<file path="src/rtl/screen_sequencer_pkg.sv">
// Shared types for the screen sequencer: FSM states, the screen codes seen by the
// VGA output mux, and the state-to-screen mapping.
package screen_sequencer_pkg;

   typedef enum logic [1:0] {
      SCR_TITLE = 2'd0,
      SCR_PLAY  = 2'd1,
      SCR_WIN   = 2'd2,
      SCR_LOSE  = 2'd3
   } screen_t;

   typedef enum logic [2:0] {
      ST_TITLE,
      ST_CLEAR,
      ST_SYNC,
      ST_PLAY,
      ST_WIN,
      ST_LOSE
   } state_t;

   // CLEAR and SYNC keep the title artwork up until play actually begins.
   function automatic screen_t state_screen(input state_t s);
      screen_t scr;
      case (s)
         ST_PLAY: scr = SCR_PLAY;
         ST_WIN:  scr = SCR_WIN;
         ST_LOSE: scr = SCR_LOSE;
         default: scr = SCR_TITLE;
      endcase
      return scr;
   endfunction

endpackage

</file>
<file path="src/rtl/screen_sequencer_edge_rise.sv">
// Registered rising-edge detector: pulse is high for one cycle after a cycle in which
// din=1 and the previous din=0.
module screen_sequencer_edge_rise (
   input  logic clk,
   input  logic rst,
   input  logic din,
   output logic pulse
);

   logic r_prev;
   logic r_pulse;

   always_ff @(posedge clk or posedge rst) begin
      if (rst) begin
         r_prev  <= 1'b0;
         r_pulse <= 1'b0;
      end else begin
         r_prev  <= din;
         r_pulse <= din & ~r_prev;
      end
   end

   assign pulse = r_pulse;

endmodule

</file>
<file path="src/rtl/screen_sequencer.sv">
// Game screen controller: TITLE -> PLAY -> WIN/LOSE -> TITLE, screen changes aligned to vblank.
// Define SCREEN_SEQ_AUTO_RETURN_EN to let WIN/LOSE fall back to TITLE after AUTO_FRAMES.
module screen_sequencer
   import screen_sequencer_pkg::*;
#(
   parameter int END_HOLD_FRAMES = 180,
   parameter int AUTO_FRAMES     = 600
) (
   input  logic       clk,
   input  logic       rst,
   input  logic       vblnk,
   input  logic       button_start,
   input  logic       game_won,
   input  logic       game_lost,
   output logic       game_start,
   output logic       game_rst,
   output logic [1:0] screen_sel,
   output logic       frame_tick
);

   localparam int HOLD_W = $clog2(AUTO_FRAMES + 1);
`ifdef SCREEN_SEQ_AUTO_RETURN_EN
   localparam int HOLD_MAX = AUTO_FRAMES;
   localparam logic [HOLD_W-1:0] AUTO_C = HOLD_W'(AUTO_FRAMES);
`else
   localparam int HOLD_MAX = END_HOLD_FRAMES;
`endif
   localparam logic [HOLD_W-1:0] END_C      = HOLD_W'(END_HOLD_FRAMES);
   localparam logic [HOLD_W-1:0] HOLD_MAX_C = HOLD_W'(HOLD_MAX);
   localparam logic [HOLD_W-1:0] ONE_C      = HOLD_W'(1);

   state_t            r_state;
   state_t            w_state_nxt;
   logic [HOLD_W-1:0] r_hold_cnt;
   logic              w_hold_done;
   logic              w_in_end;
   logic              w_frame_tick;
   logic              w_press;
   logic              r_game_start;
   logic              r_game_rst;
   logic [1:0]        r_screen_sel;

   screen_sequencer_edge_rise u_vblnk_edge (
      .clk   (clk),
      .rst   (rst),
      .din   (vblnk),
      .pulse (w_frame_tick)
   );

   screen_sequencer_edge_rise u_button_edge (
      .clk   (clk),
      .rst   (rst),
      .din   (button_start),
      .pulse (w_press)
   );

   assign w_in_end = (r_state == ST_WIN) || (r_state == ST_LOSE);

   always_ff @(posedge clk or posedge rst) begin
      if (rst) begin
         r_state <= ST_TITLE;
      end else begin
         r_state <= w_state_nxt;
      end
   end

   always_comb begin
      w_state_nxt = r_state;
      w_hold_done = (r_hold_cnt >= END_C);
      case (r_state)
         ST_TITLE: begin
            if (w_press) w_state_nxt = ST_CLEAR;
         end
         ST_CLEAR: begin
            w_state_nxt = ST_SYNC;
         end
         ST_SYNC: begin
            if (w_frame_tick) w_state_nxt = ST_PLAY;
         end
         ST_PLAY: begin
            // A simultaneous win and loss resolves as a loss.
            if (game_lost)     w_state_nxt = ST_LOSE;
            else if (game_won) w_state_nxt = ST_WIN;
         end
         ST_WIN, ST_LOSE: begin
            if (w_press && w_hold_done) w_state_nxt = ST_TITLE;
`ifdef SCREEN_SEQ_AUTO_RETURN_EN
            else if (r_hold_cnt >= AUTO_C) w_state_nxt = ST_TITLE;
`endif
         end
         default: begin
            w_state_nxt = ST_TITLE;
         end
      endcase
   end

   // Counter is zero everywhere outside WIN/LOSE, so it starts fresh on every entry.
   always_ff @(posedge clk or posedge rst) begin
      if (rst) begin
         r_hold_cnt <= '0;
      end else if (!w_in_end) begin
         r_hold_cnt <= '0;
      end else if (w_frame_tick && (r_hold_cnt != HOLD_MAX_C)) begin
         r_hold_cnt <= r_hold_cnt + ONE_C;
      end
   end

   // Outputs decode the next state so they line up with the state register.
   always_ff @(posedge clk or posedge rst) begin
      if (rst) begin
         r_game_start <= 1'b0;
         r_game_rst   <= 1'b0;
         r_screen_sel <= SCR_TITLE;
      end else begin
         r_game_start <= (w_state_nxt == ST_PLAY);
         r_game_rst   <= (w_state_nxt == ST_CLEAR);
         if (w_frame_tick) r_screen_sel <= state_screen(w_state_nxt);
      end
   end

   assign game_start = r_game_start;
   assign game_rst   = r_game_rst;
   assign screen_sel = r_screen_sel;
   assign frame_tick = w_frame_tick;

endmodule

</file>
<file path="config.mk">
export PLATFORM = sky130hd
export DESIGN_NAME = screen_sequencer
export DESIGN_NICKNAME = d
export VERILOG_FILES = /design/src/rtl/screen_sequencer_pkg.sv /design/src/rtl/screen_sequencer_edge_rise.sv /design/src/rtl/screen_sequencer.sv
export SDC_FILE = /design/constraint.sdc
export NUM_CORES = 1
export LEC_CHECK = 0
export BUFFER_PORTS_ARGS = -buffer_cell sky130_fd_sc_hd__buf_4
export CORE_UTILIZATION = 55
export CTS_CLUSTER_SIZE = 40
export DETAILED_ROUTE_END_ITERATION = 10
export GPL_TIMING_DRIVEN = 0
export PLACE_DENSITY = 0.77
export SYNTH_ARGS = -nofsm -noshare
export SYNTH_HDL_FRONTEND = slang
export SYNTH_SLANG_ARGS = --single-unit
</file>
<file path="constraint.sdc">
create_clock -name clk -period 4.67 [get_ports clk]
set_clock_uncertainty 0.2 [all_clocks]
set_input_delay 0.7005 -clock clk [delete_from_list [all_inputs] [get_ports clk]]
set_output_delay 0.7005 -clock clk [all_outputs]
set_load 0.01 [all_outputs]
</file>
Yosys cells after proc, flatten, opt, wreduce, memory -nomap -nowiden

Cells that the tools add are included.

Register bits: 21
Bits of input ports: 6
Output and inout port bits: 5
Word-level logic and storage cells: 40

Add/sub/neg operators: 1
Magnitude comparators: 1
Equal/unequal tests: 11
Mux-type cells: 9
Bitwise logic cells: 4
Reductions and logical operators: 5

Operators with widths:

| cell                                                                                 | number |
|---|---|
| 10-bit 2-to-1 mux                                                                    | 2 |
| 3-bit 2-to-1 mux                                                                     | 5 |
| 3-bit case mux with 5 select lines                                                   | 1 |
| 3-bit == test, second input constant                                                 | 4 |
| 10-bit by 1-bit adder with 10-bit output, second input constant                      | 1 |
| 10-bit by 8-bit greater-or-equal comparator with 1-bit output, second input constant | 1 |
| 10-bit by 8-bit inequality test with 1-bit output, second input constant             | 1 |
| 3-bit by 2-bit == test with 1-bit output, second input constant                      | 3 |
| 3-bit by 1-bit == test with 1-bit output, second input constant                      | 2 |
| 2-bit case mux with 3 select lines                                                   | 1 |
| 3-bit logical NOT                                                                    | 1 |
| 1-bit AND                                                                            | 2 |
| 1-bit logical AND                                                                    | 2 |
| 2-bit by 1-bit inequality test with 1-bit output, second input constant              | 1 |
| 1-bit NOT                                                                            | 2 |
| 2-bit OR reduction                                                                   | 1 |
| 1-bit logical OR                                                                     | 1 |

Depth between registers and ports, before layout

Gate-level depths: netlist of the first run.

Depth in word-level cells: 6
Depth in mapped cells: 5
Gate-level depth less buffers: 5

Hierarchy

Synthesis of the first run repeated with hierarchy kept, for this count alone.

Cells, all modules: 94
Area total of the unflattened synthesis: 1,038.5 um2

By module, submodules not included:

| module                     | times used | cells an instance | area each (um2) | seq. area each (um2) |
|---|---|---|---|---|
| screen_sequencer           | 1          | 86                | 903.4           | 425.4 |
| screen_sequencer_edge_rise | 2          | 4                 | 67.6            | 50.0 |

Least setup slack after synthesis of the first run

No wires, ideal clock.

Kind: input -> register
Start point: input game_won
End point: register r_screen_sel[1] (netlist: screen_sel[1])
Library setup time: 0.125 ns
Data arrival time: 1.265 ns
Data required time: 4.345 ns
Path slack: 3.081 ns
Cell stages on the path: 4
Buffers on the path: 0
Cells stage by stage: nor2_1 -> nor2_1 -> a22o_1 -> mux2_2

Word-level cells in the longest chain between the ends: 5
Elaborated cells on any way between the ends: 7
Those cells by class: 3 x eq/ne; 4 x mux

Ends and longest elaborated chain:

| element                                                                   | RTL line                   | RTL |
|---|---|---|
| start: declaration                                                        | screen_sequencer.sv:13     | `input logic game_won,` |
| 3-bit 2-to-1 mux (*)                                                      | screen_sequencer.sv:83     | `else if (game_won) w_state_nxt = ST_WIN;` |
| 3-bit 2-to-1 mux (*)                                                      | screen_sequencer.sv:82     | `if (game_lost) w_state_nxt = ST_LOSE;` |
| 3-bit case mux with 5 select lines (*)                                    | screen_sequencer.sv:70     | `case (r_state)` |
| net w_state_nxt[2]                                                        | screen_sequencer.sv:33     | `state_t w_state_nxt;` |
| 3-bit == test or 3-bit by 2-bit == test with 1-bit output (tied branches) | screen_sequencer_pkg.sv:24 | `case (s)` |
| 2-bit case mux with 3 select lines (*)                                    | screen_sequencer_pkg.sv:24 |  |
| end signal: assignment                                                    | screen_sequencer.sv:117    | `if (w_frame_tick) r_screen_sel <= state_screen(w_state_nxt);` |
| end: declaration                                                          | screen_sequencer.sv:41     | `logic [1:0] r_screen_sel;` |

Mark *: on every way through the listed nets, which the timed path passes. The rest lies on a longest branch.
A chain may end at the register's enable or synchronous reset.

Worst setup path after layout of the first run

Start point: register r_screen_sel[1] (netlist: screen_sel[1])
End point: output screen_sel[1]

RTL lines:

| element          | RTL line               | RTL |
|---|---|---|
| end: declaration | screen_sequencer.sv:17 | `output logic [1:0] screen_sel,` |

No word-level cell between the ends.

==> impl_metrics.env, run 1 <==
export IMPL_status="finished, final reports clean"
export IMPL_min_period_ns=1.743
export IMPL_core_rowCount=15
export IMPL_start_util_pct=58.33
export IMPL_crit_required_ns=3.77
export IMPL_synth_cell_types=35
export IMPL_design_area_mm2=0.001141
export IMPL_seq_area_um2=525.5
export IMPL_p_per_area_mw_per_mm2=378.2
export IMPL_core_area_mm2=0.001727
export IMPL_ys_seq_area_share_pct=52.17
export IMPL_min_path_type="reg -> reg"
export IMPL_synth_area_leaders="dfrtp_1, nor2_1, xor2_1"
export IMPL_cts_root_buf="clkbuf_4"
export IMPL_grt_setup_unrepaired="false"
export IMPL_max_flop_register="r_hold_cnt"
export IMPL_crit_path_end_kind="output pin"
export IMPL_hold_violations=0
export IMPL_fin_crit_sh_pct=37.32
export IMPL_antenna_cells=0
export IMPL_overflow=0
export IMPL_grt_max_degree=22
export IMPL_cts_buffers=3
export IMPL_gp_congestion=0.7968
export IMPL_drtIter0Drc=30
export IMPL_wl_met3_um=67
export IMPL_ys_flop_type="dfrtp_1"
export IMPL_post_cts_buffers=0
export IMPL_postLayoutCoreUtil_pct=66.09
export IMPL_slowest_delay_ns=0.40
export IMPL_ir_drop_v=0.0002628
export IMPL_drcViolationCount=0
export IMPL_slowest_stage="dfrtp_1"
export IMPL_synth_area_mm2=0.001007
export IMPL_place_hpwl_mm=1.301
export IMPL_vias=763
export IMPL_cts_buffer_depth=2
export IMPL_layout_common_cells="dfrtp_1, nor2_1, buf_4"
export IMPL_wirelength_mm=1.781
export IMPL_die_y_um=44.80
export IMPL_h_tree_depth=1
export IMPL_numClockSinks=21
export IMPL_die_w_um=44.80
export IMPL_ant_nets=0
export IMPL_fmax_mhz=573.7
export IMPL_clock_latency_ns=0.30
export IMPL_synth_top_area_cell="dfrtp_1"
export IMPL_gr_usage_all_layers_pct=20.14
export IMPL_antenna_found_initial=0
export IMPL_drt_vias_per_instance=5.652
export IMPL_reg2reg_from="r_hold_cnt[3]"
export IMPL_io_pins=11
export IMPL_ctsResizeCount=0
export IMPL_nets=119
export IMPL_highest_layer="met4"
export IMPL_path_class="reg -> out"
export IMPL_ys_warnings_count=0
export IMPL_max_cap_violations=0
export IMPL_hold_start="u_button_edge.r_prev"
export IMPL_setup_viol=0
export IMPL_routedWlPerCell_um=13.19
export IMPL_largest_register_ffs=10
export IMPL_cpLargestDelayFamily="flip-flops"
export IMPL_dp_cells=131
export IMPL_drv_slew=0
export IMPL_synth_nets=104
export IMPL_placed_area_mm2=0.001114
export IMPL_tns_ns=0
export IMPL_ys_seq_elements=21
export IMPL_drtPass1Iterations=4
export IMPL_crit_path_start_kind="flip-flop"
export IMPL_p_leak_nw=0.5293
export IMPL_synth_avg_cell_area_um2=10.49
export IMPL_synth_edf_count=0
export IMPL_drive_above_1_share_pct=19.09
export IMPL_ctsHoldBuffers=0
export IMPL_dieArea_mm2=0.002007
export IMPL_final_fill_count=138
export IMPL_grt_pass1_wl_mm=2.987
export IMPL_relSlewSlack_pct=48.82
export IMPL_cts_tree="done"
export IMPL_tightest_slew_ns=0.7669
export IMPL_synthArstFlopShare_pct=100.0
export IMPL_grt_pass1_vias=725
export IMPL_stdcell_count=135
export IMPL_cts_clk_slew_worst_paths_ns=0.12
export IMPL_port_buffers=10
export IMPL_final_common_cell="dfrtp_1"
export IMPL_synth_top_area_share_pct=52.17
export IMPL_crit_start="screen_sel[1]"
export IMPL_path_buf_inv=1
export IMPL_crit_chain="buf_4"
export IMPL_netlist_instances=96
export IMPL_multi_input_area_um2=454.2
export IMPL_wl_met2_um=816
export IMPL_cp_arrival_ns=0.84
export IMPL_syn_to_final_growth_pct=13.29
export IMPL_wl_met1_um=874
export IMPL_worstPathMaxFanout=2
export IMPL_power_total_uw=431.6
## per-layer routing
metal  global-route usage (%)  vias to the layer above
met5                        0                        -
met1                    27.91                      371
li1                         -                      365
met2                    31.76                       23
met3                    2.400                        4
met4                    9.091                        0
## cell usage after synthesis (all sizes together), types with 2 or more instances
| master | n |
|---|---|
| dfrtp | 21 |
| nor2 | 11 |
| inv | 5 |
| nand3 | 5 |
| nor2b | 5 |
| a21oi | 4 |
| nand2 | 4 |
| xor2 | 4 |
| and3 | 3 |
| and4 | 3 |
| nor3 | 3 |
| a31oi | 2 |
| ha | 2 |
| mux2i | 2 |
| nand4 | 2 |
| o21ai | 2 |
| o22ai | 2 |
| xnor2 | 2 |
## cell families (layout without fill, tap and decap cells)
group                      count (synthesis)  count (layout)  share of synthesized area [%]
and+or+nand+nor                           44              44                          25.72
DFF                                       21              21                          52.17
AOI/OAI and AO/OA                         13              13                          8.572
buffers and inverters                      7              21                          2.732
xor gates and xnor gates                   6               6                          5.217
muxes                                      3               3                          3.106
adders and majority gates                  2               2                          2.484
## metrics by stage
step	setup slack [ns]	hold slack, ns
3_3_place_gp	2.920	0.1821
4_1_cts	2.911	0.2042
5_1_grt	2.894	0.2207
3_5_place_dp	2.873	0.1871
2_1_floorplan	3.081	0.1777
6_report	2.927	0.2007
## where the power goes
part           internal [mW]  switching (mW)
Sequential             0.209          0.0243
Clock                 0.0319          0.0555
Combinational         0.0509          0.0603
Total                  0.291           0.140
## final cells by class
cell class                      instances  area share (%)
Multi-Input combinational cell         68           39.80
Buffer                                  2          0.7675
Timing Repair Buffer                   10           6.579
Inverter                                5           1.645
Clock buffer                            3           1.974
Sequential cell                        21           46.05
Clock inverter                          1          0.4386
Tap cell                               25           2.741
## worst register-to-register path, stage by stage (launching register included)
cell,delay [ns]
dfrtp_1,0.48
nor4b_2,0.37
nand3_1,0.14
and4_1,0.23
nor3_2,0.13
## final timing paths
path	slack (ns)	endpoint	cells past startpoint
min in group asynchronous	0.33	u_button_edge.r_prev	2
max in group asynchronous	3.47	screen_sel[0]	2
hold reg to reg	0.20	u_button_edge.pulse	1
setup reg to reg	3.05	r_hold_cnt[2]	4
hold / removal	0.20	u_button_edge.pulse	1
setup / recovery	2.93	screen_sel[1]	1
(Power assumes the default switching activity.)
==> run 2: changes to the inputs <==
- CORE_UTILIZATION: 55 -> 50
- PLACE_DENSITY: 0.77 -> 0.74
- clock period: 4.67 -> 1.55 ns (I/O delays scaled with it)
==> impl_metrics.env, run 2 (synthesis gave the netlist of run 1 again) <==
export IMPL_status="finished, violations left"
export IMPL_violations="negative setup slack"
export IMPL_grt_setup_unrepaired="true"
export IMPL_ant_nets=0
export IMPL_dieArea_mm2=0.002198
export IMPL_drive_above_1_share_pct=35.25
export IMPL_drtPass1Iterations=4
export IMPL_setup_viol=1
export IMPL_fin_crit_sh_pct=101.7
export IMPL_grt_pass1_vias=745
export IMPL_core_area_mm2=0.001802
export IMPL_pre_cts_ws_ns=-0.05695
export IMPL_core_rowCount=15
export IMPL_reg2reg_from="r_hold_cnt[6]"
export IMPL_multi_input_area_um2=509.2
export IMPL_die_w_um=46.88
export IMPL_min_period_ns=1.577
export IMPL_layout_common_cells="buf_4, dfrtp_1, nor2_1"
export IMPL_routedWlPerCell_um=14.37
export IMPL_syn_to_final_growth_pct=29.69
export IMPL_h_tree_depth=1
export IMPL_vias=844
export IMPL_seq_area_um2=531.8
export IMPL_cts_tree="done"
export IMPL_overflow=0
export IMPL_drcViolationCount=0
export IMPL_gr_usage_all_layers_pct=21.30
export IMPL_max_cap_violations=0
export IMPL_grt_pass1_wl_mm=3.249
export IMPL_drtIter0Drc=7
export IMPL_max_flop_register="r_hold_cnt"
export IMPL_cts_root_buf="clkbuf_4"
export IMPL_io_pins=11
export IMPL_largest_register_ffs=10
export IMPL_place_hpwl_mm=1.296
export IMPL_die_y_um=46.88
export IMPL_hold_start="game_lost"
export IMPL_port_buffers=10
export IMPL_crit_required_ns=1.56
export IMPL_setup_ws_ns=-0.02705
export IMPL_crit_start="r_hold_cnt[6]"
export IMPL_start_util_pct=55.90
export IMPL_tightest_slew_ns=0.7483
export IMPL_clock_latency_ns=0.31
export IMPL_path_buf_inv=0
export IMPL_drv_slew=0
export IMPL_gp_congestion=0.8677
export IMPL_slowest_delay_ns=0.44
export IMPL_wirelength_mm=2.113
export IMPL_crit_path_start_kind="flip-flop"
export IMPL_hold_violations=0
export IMPL_cpLargestDelayFamily="compound AO/OA/AOI/OAI gates"
export IMPL_cts_clk_slew_worst_paths_ns=0.12
export IMPL_final_fill_count=125
export IMPL_ir_drop_v=0.0008644
export IMPL_worstPathMaxFanout=6
export IMPL_crit_path_end_kind="flip-flop"
export IMPL_cts_buffers=3
export IMPL_p_leak_nw=0.5822
export IMPL_power_total_mw=1.374
export IMPL_slowest_stage="dfrtp_1"
export IMPL_cts_buffer_depth=2
export IMPL_antenna_cells=0
export IMPL_nets=131
export IMPL_min_path_type="in -> reg"
export IMPL_final_common_cell="buf_4"
export IMPL_relSlewSlack_pct=50.06
export IMPL_antenna_found_initial=0
export IMPL_grt_max_degree=22
export IMPL_fmax_mhz=634.1
export IMPL_path_class="reg -> reg"
export IMPL_drt_vias_per_instance=5.741
export IMPL_crit_chain="a211o_1, a21oi_4, a22o_1, mux2_4"
export IMPL_p_per_area_mw_per_mm2=1052
export IMPL_cp_arrival_ns=1.59
export IMPL_numClockSinks=21
[run 2: cell count changes in the layout (fill, tap and decap cells not counted), moves of 3 or more]
cell and change:
buf_4 +10, dfrtp_1 -5, dfrtp_2 +5, dlygate4sd3_1 +3
[run 2: where the power goes]
group | switching [mW] | internal (mW)
logic | 0.197 | 0.185
registers | 0.0843 | 0.629
clock network | 0.181 | 0.0985
[run 2: final cells by class]
type	count	area share [%]
Buffer	2	0.9579
Multi-Input combinational cell	68	38.98
Sequential cell	21	40.71
Clock buffer	3	1.724
Tap cell	25	2.395
Timing Repair Buffer	22	13.22
Clock inverter	1	0.5747
Inverter	5	1.437
[run 2: worst register-to-register path: stages, from the launching register on]
cell	delay, ns
dfrtp_1	0.44
a211o_1	0.23
a21oi_4	0.08
a22o_1	0.26
mux2_4	0.26
[run 2: worst paths after layout]
kind,to,slack [ns],cells past startpoint
max in group asynchronous,r_hold_cnt[2],0.24,3
worst min register to register,u_vblnk_edge.pulse,0.21,1
worst max-delay path,screen_sel[1],-0.03,4
worst max register to register,screen_sel[1],-0.03,4
worst min-delay path,game_start,0.12,4
min in group asynchronous,u_button_edge.r_prev,0.40,3
[run 2: what timing repair did]
action	CTS	global route
pin swaps	1	12
setup buffers	5	4
hold buffers	3	0
resized for setup	5	16
endpoints found under the setup margin	6	12
hold endpoints to repair	25	0
[run 2: stage by stage]
stage	std cells	utilization [%]	setup TNS (ns)	hold WS, ns	cell area [um2]
after CTS	143	68.33	0	0.08884	1231
final	147	72.50	-0.02705	0.1199	1306
after global placement	131	61.81	-0.04688	0.1485	1114
after floorplan	96	-	0	0.009028	1007
after global routing	147	72.50	-0.2471	0.1626	1306
after detailed placement	131	61.81	-0.1257	0.1525	1114
[run 2: per-layer routing]
layer  track usage, %  vias to the layer above  share of wire [%]  wire length (um)
met1            26.41                      430                 43               911
li1                 -                      389                  -                 -
met2            35.28                       21                 52              1109
met3            3.846                        4                2.7                56
met5                0                        -                  0                 0
met4            11.43                        0                1.7                36
==> run 3: changes to the inputs <==
- ABC_AREA: default -> 1
- CORE_UTILIZATION: 50 -> 51
- PLACE_DENSITY: 0.74 -> 0.75
==> impl_metrics.env, run 3 <==
export IMPL_status="finished, violations left"
export IMPL_violations="negative setup slack"
export IMPL_clock_latency_ns=0.30
export IMPL_synth_nets=153
export IMPL_multi_input_area_um2=566.8
export IMPL_cp_arrival_ns=1.64
export IMPL_final_common_cell="nand2_1"
export IMPL_hold_violations=0
export IMPL_largest_register_ffs=10
export IMPL_drive_above_1_share_pct=30.86
export IMPL_start_util_pct=55.94
export IMPL_gr_usage_all_layers_pct=21.39
export IMPL_grt_setup_unrepaired="true"
export IMPL_grt_pass1_vias=969
export IMPL_drt_vias_per_instance=5.228
export IMPL_synth_avg_cell_area_um2=7.878
export IMPL_synth_commonest_cells="nand2_1, dfrtp_1, inv_1"
export IMPL_ys_seq_area_share_pct=46.00
export IMPL_netlist_instances=145
export IMPL_min_path_type="reg -> reg"
export IMPL_numClockSinks=21
export IMPL_gp_congestion=0.9182
export IMPL_p_leak_nw=0.7407
export IMPL_cts_buffers=3
export IMPL_ys_seq_elements=21
export IMPL_regToRegSetupSlack_ns=-0.1
export IMPL_path_class="reg -> reg"
export IMPL_worstPathMaxFanout=5
export IMPL_die_y_um=49.33
export IMPL_overflow=0
export IMPL_seq_area_um2=528.0
export IMPL_setup_ws_ns=-0.09668
export IMPL_ant_nets=0
export IMPL_postLayoutCoreUtil_pct=71.38
export IMPL_layout_common_cells="nand2_1, buf_4, dfrtp_1"
export IMPL_core_area_mm2=0.002042
export IMPL_synthArstFlopShare_pct=100.0
export IMPL_drtPass1Iterations=4
export IMPL_wirelength_mm=2.583
export IMPL_cts_root_buf="clkbuf_4"
export IMPL_ys_flop_type="dfrtp_1"
export IMPL_synth_area_leaders="dfrtp_1, nand2_1, nand3_1"
export IMPL_h_tree_depth=1
export IMPL_r2r_end="r_hold_cnt[1]"
export IMPL_hold_start="u_vblnk_edge.r_prev"
export IMPL_core_rowCount=16
export IMPL_routedWlPerCell_um=12.79
export IMPL_ys_warnings_count=0
export IMPL_nets=184
export IMPL_crit_path_start_kind="flip-flop"
export IMPL_relSlewSlack_pct=48.56
export IMPL_drv_slew=0
export IMPL_drtIter0Drc=38
export IMPL_synth_top_area_share_pct=46.00
export IMPL_cts_clk_slew_worst_paths_ns=0.12
export IMPL_antenna_cells=0
export IMPL_syn_to_final_growth_pct=27.60
export IMPL_grt_max_degree=22
export IMPL_drcViolationCount=0
export IMPL_p_per_area_mw_per_mm2=874.4
export IMPL_reg2reg_depth=8
export IMPL_vias=1056
export IMPL_dieArea_mm2=0.002433
export IMPL_synth_cell_types=22
export IMPL_tightest_slew_ns=0.7707
export IMPL_reg2reg_from="r_hold_cnt[0]"
export IMPL_place_hpwl_mm=1.620
export IMPL_fmax_mhz=607.3
export IMPL_crit_required_ns=1.54
export IMPL_port_buffers=10
export IMPL_tns_ns=-0.4310
export IMPL_max_cap_violations=0
export IMPL_setup_viol=7
export IMPL_critPathCapture="r_hold_cnt[1]"
export IMPL_grt_pass1_wl_mm=3.960
export IMPL_pre_cts_ws_ns=-0.1516
export IMPL_die_w_um=49.33
export IMPL_synth_most_common_cell="nand2_1"
export IMPL_crit_start="r_hold_cnt[0]"
export IMPL_synth_top_area_cell="dfrtp_1"
export IMPL_cts_tree="done"
export IMPL_io_pins=11
export IMPL_min_period_ns=1.647
export IMPL_final_fill_count=161
export IMPL_fin_crit_sh_pct=106.2
export IMPL_max_flop_register="r_hold_cnt"
export IMPL_synth_edf_count=0
export IMPL_fin_hold_ws_ns=0.2058
export IMPL_ir_drop_v=0.0008630
export IMPL_synth_area_mm2=0.001142
export IMPL_antenna_found_initial=0
export IMPL_crit_path_end_kind="flip-flop"
export IMPL_cts_buffer_depth=2
## run 3: per-layer routing
layer	share of wire, %	up-vias	track usage (%)
met2	52	26	38.81
met4	0.97	0	5.882
met5	0	-	0
met3	3.6	4	3.738
li1	-	518	-
met1	43	508	25.54
## run 3: power breakdown
group          switching (mW)  leakage, nW  internal (mW)
clock                   0.171       0.0177         0.0961
combinational           0.186        0.460          0.139
sequential             0.0770        0.263          0.606
total                   0.434        0.741          0.840
## run 3: critical path, stage by stage (launching register included)
cell	delay (ns)
dfrtp_2	0.45
inv_2	0.07
ha_2	0.18
nand3_2	0.09
nor2_4	0.18
nor2_4	0.09
buf_4	0.14
nand3_1	0.07
o21ai_1	0.07
## run 3: worst min-delay path by stage
| stage | end | slack [ns] | depth (start not counted) |
|---|---|---|---|
| after global routing | u_button_edge.pulse | 0.22 | 1 |
| after CTS | u_vblnk_edge.pulse | 0.21 | 1 |
| final | u_vblnk_edge.pulse | 0.21 | 1 |
| after global placement | u_vblnk_edge.r_prev | 0.15 | 1 |
| after detailed placement | u_vblnk_edge.r_prev | 0.15 | 1 |
| after floorplan | game_rst | 0.009 | 1 |
## run 3: through the flow
step / total power [mW] / cell area [um2] / std cells
3_5_place_dp: 0.9214 / 1251 / 182
2_1_floorplan: 0.8467 / 1142 / 145
6_report: 1.275 / 1458 / 202
4_1_cts: 1.217 / 1380 / 196
5_1_grt: 1.351 / 1458 / 202
3_3_place_gp: 0.9049 / 1251 / 182
## run 3: what timing repair did
item | CTS | global route
setup endpoints to repair | 10 | 12
hold endpoints to repair | 26 | 0
pin swaps | 2 | 7
gates resized for setup | 5 | 11
buffers inserted | 5 | 6
hold buffers | 5 | 0
## run 3: logic make-up (layout without fill, tap and decap cells)
logic type / count (synthesis) / count (layout) / synth area share, %
and+or+nand+nor: 79 / 79 / 33.95
buffers and inverters: 25 / 55 / 8.215
DFF: 21 / 21 / 46.00
AOI/OAI and AO/OA: 14 / 14 / 6.572
xor gates and xnor gates: 4 / 4 / 3.066
adders and majority gates: 2 / 2 / 2.190
## run 3: final cells by class
class,count,area share (%)
Clock buffer,3,1.545
Tap cell,27,2.318
Multi-Input combinational cell,99,38.88
Sequential cell,21,36.22
Inverter,25,6.438
Timing Repair Buffer,26,14.25
Clock inverter,1,0.3433
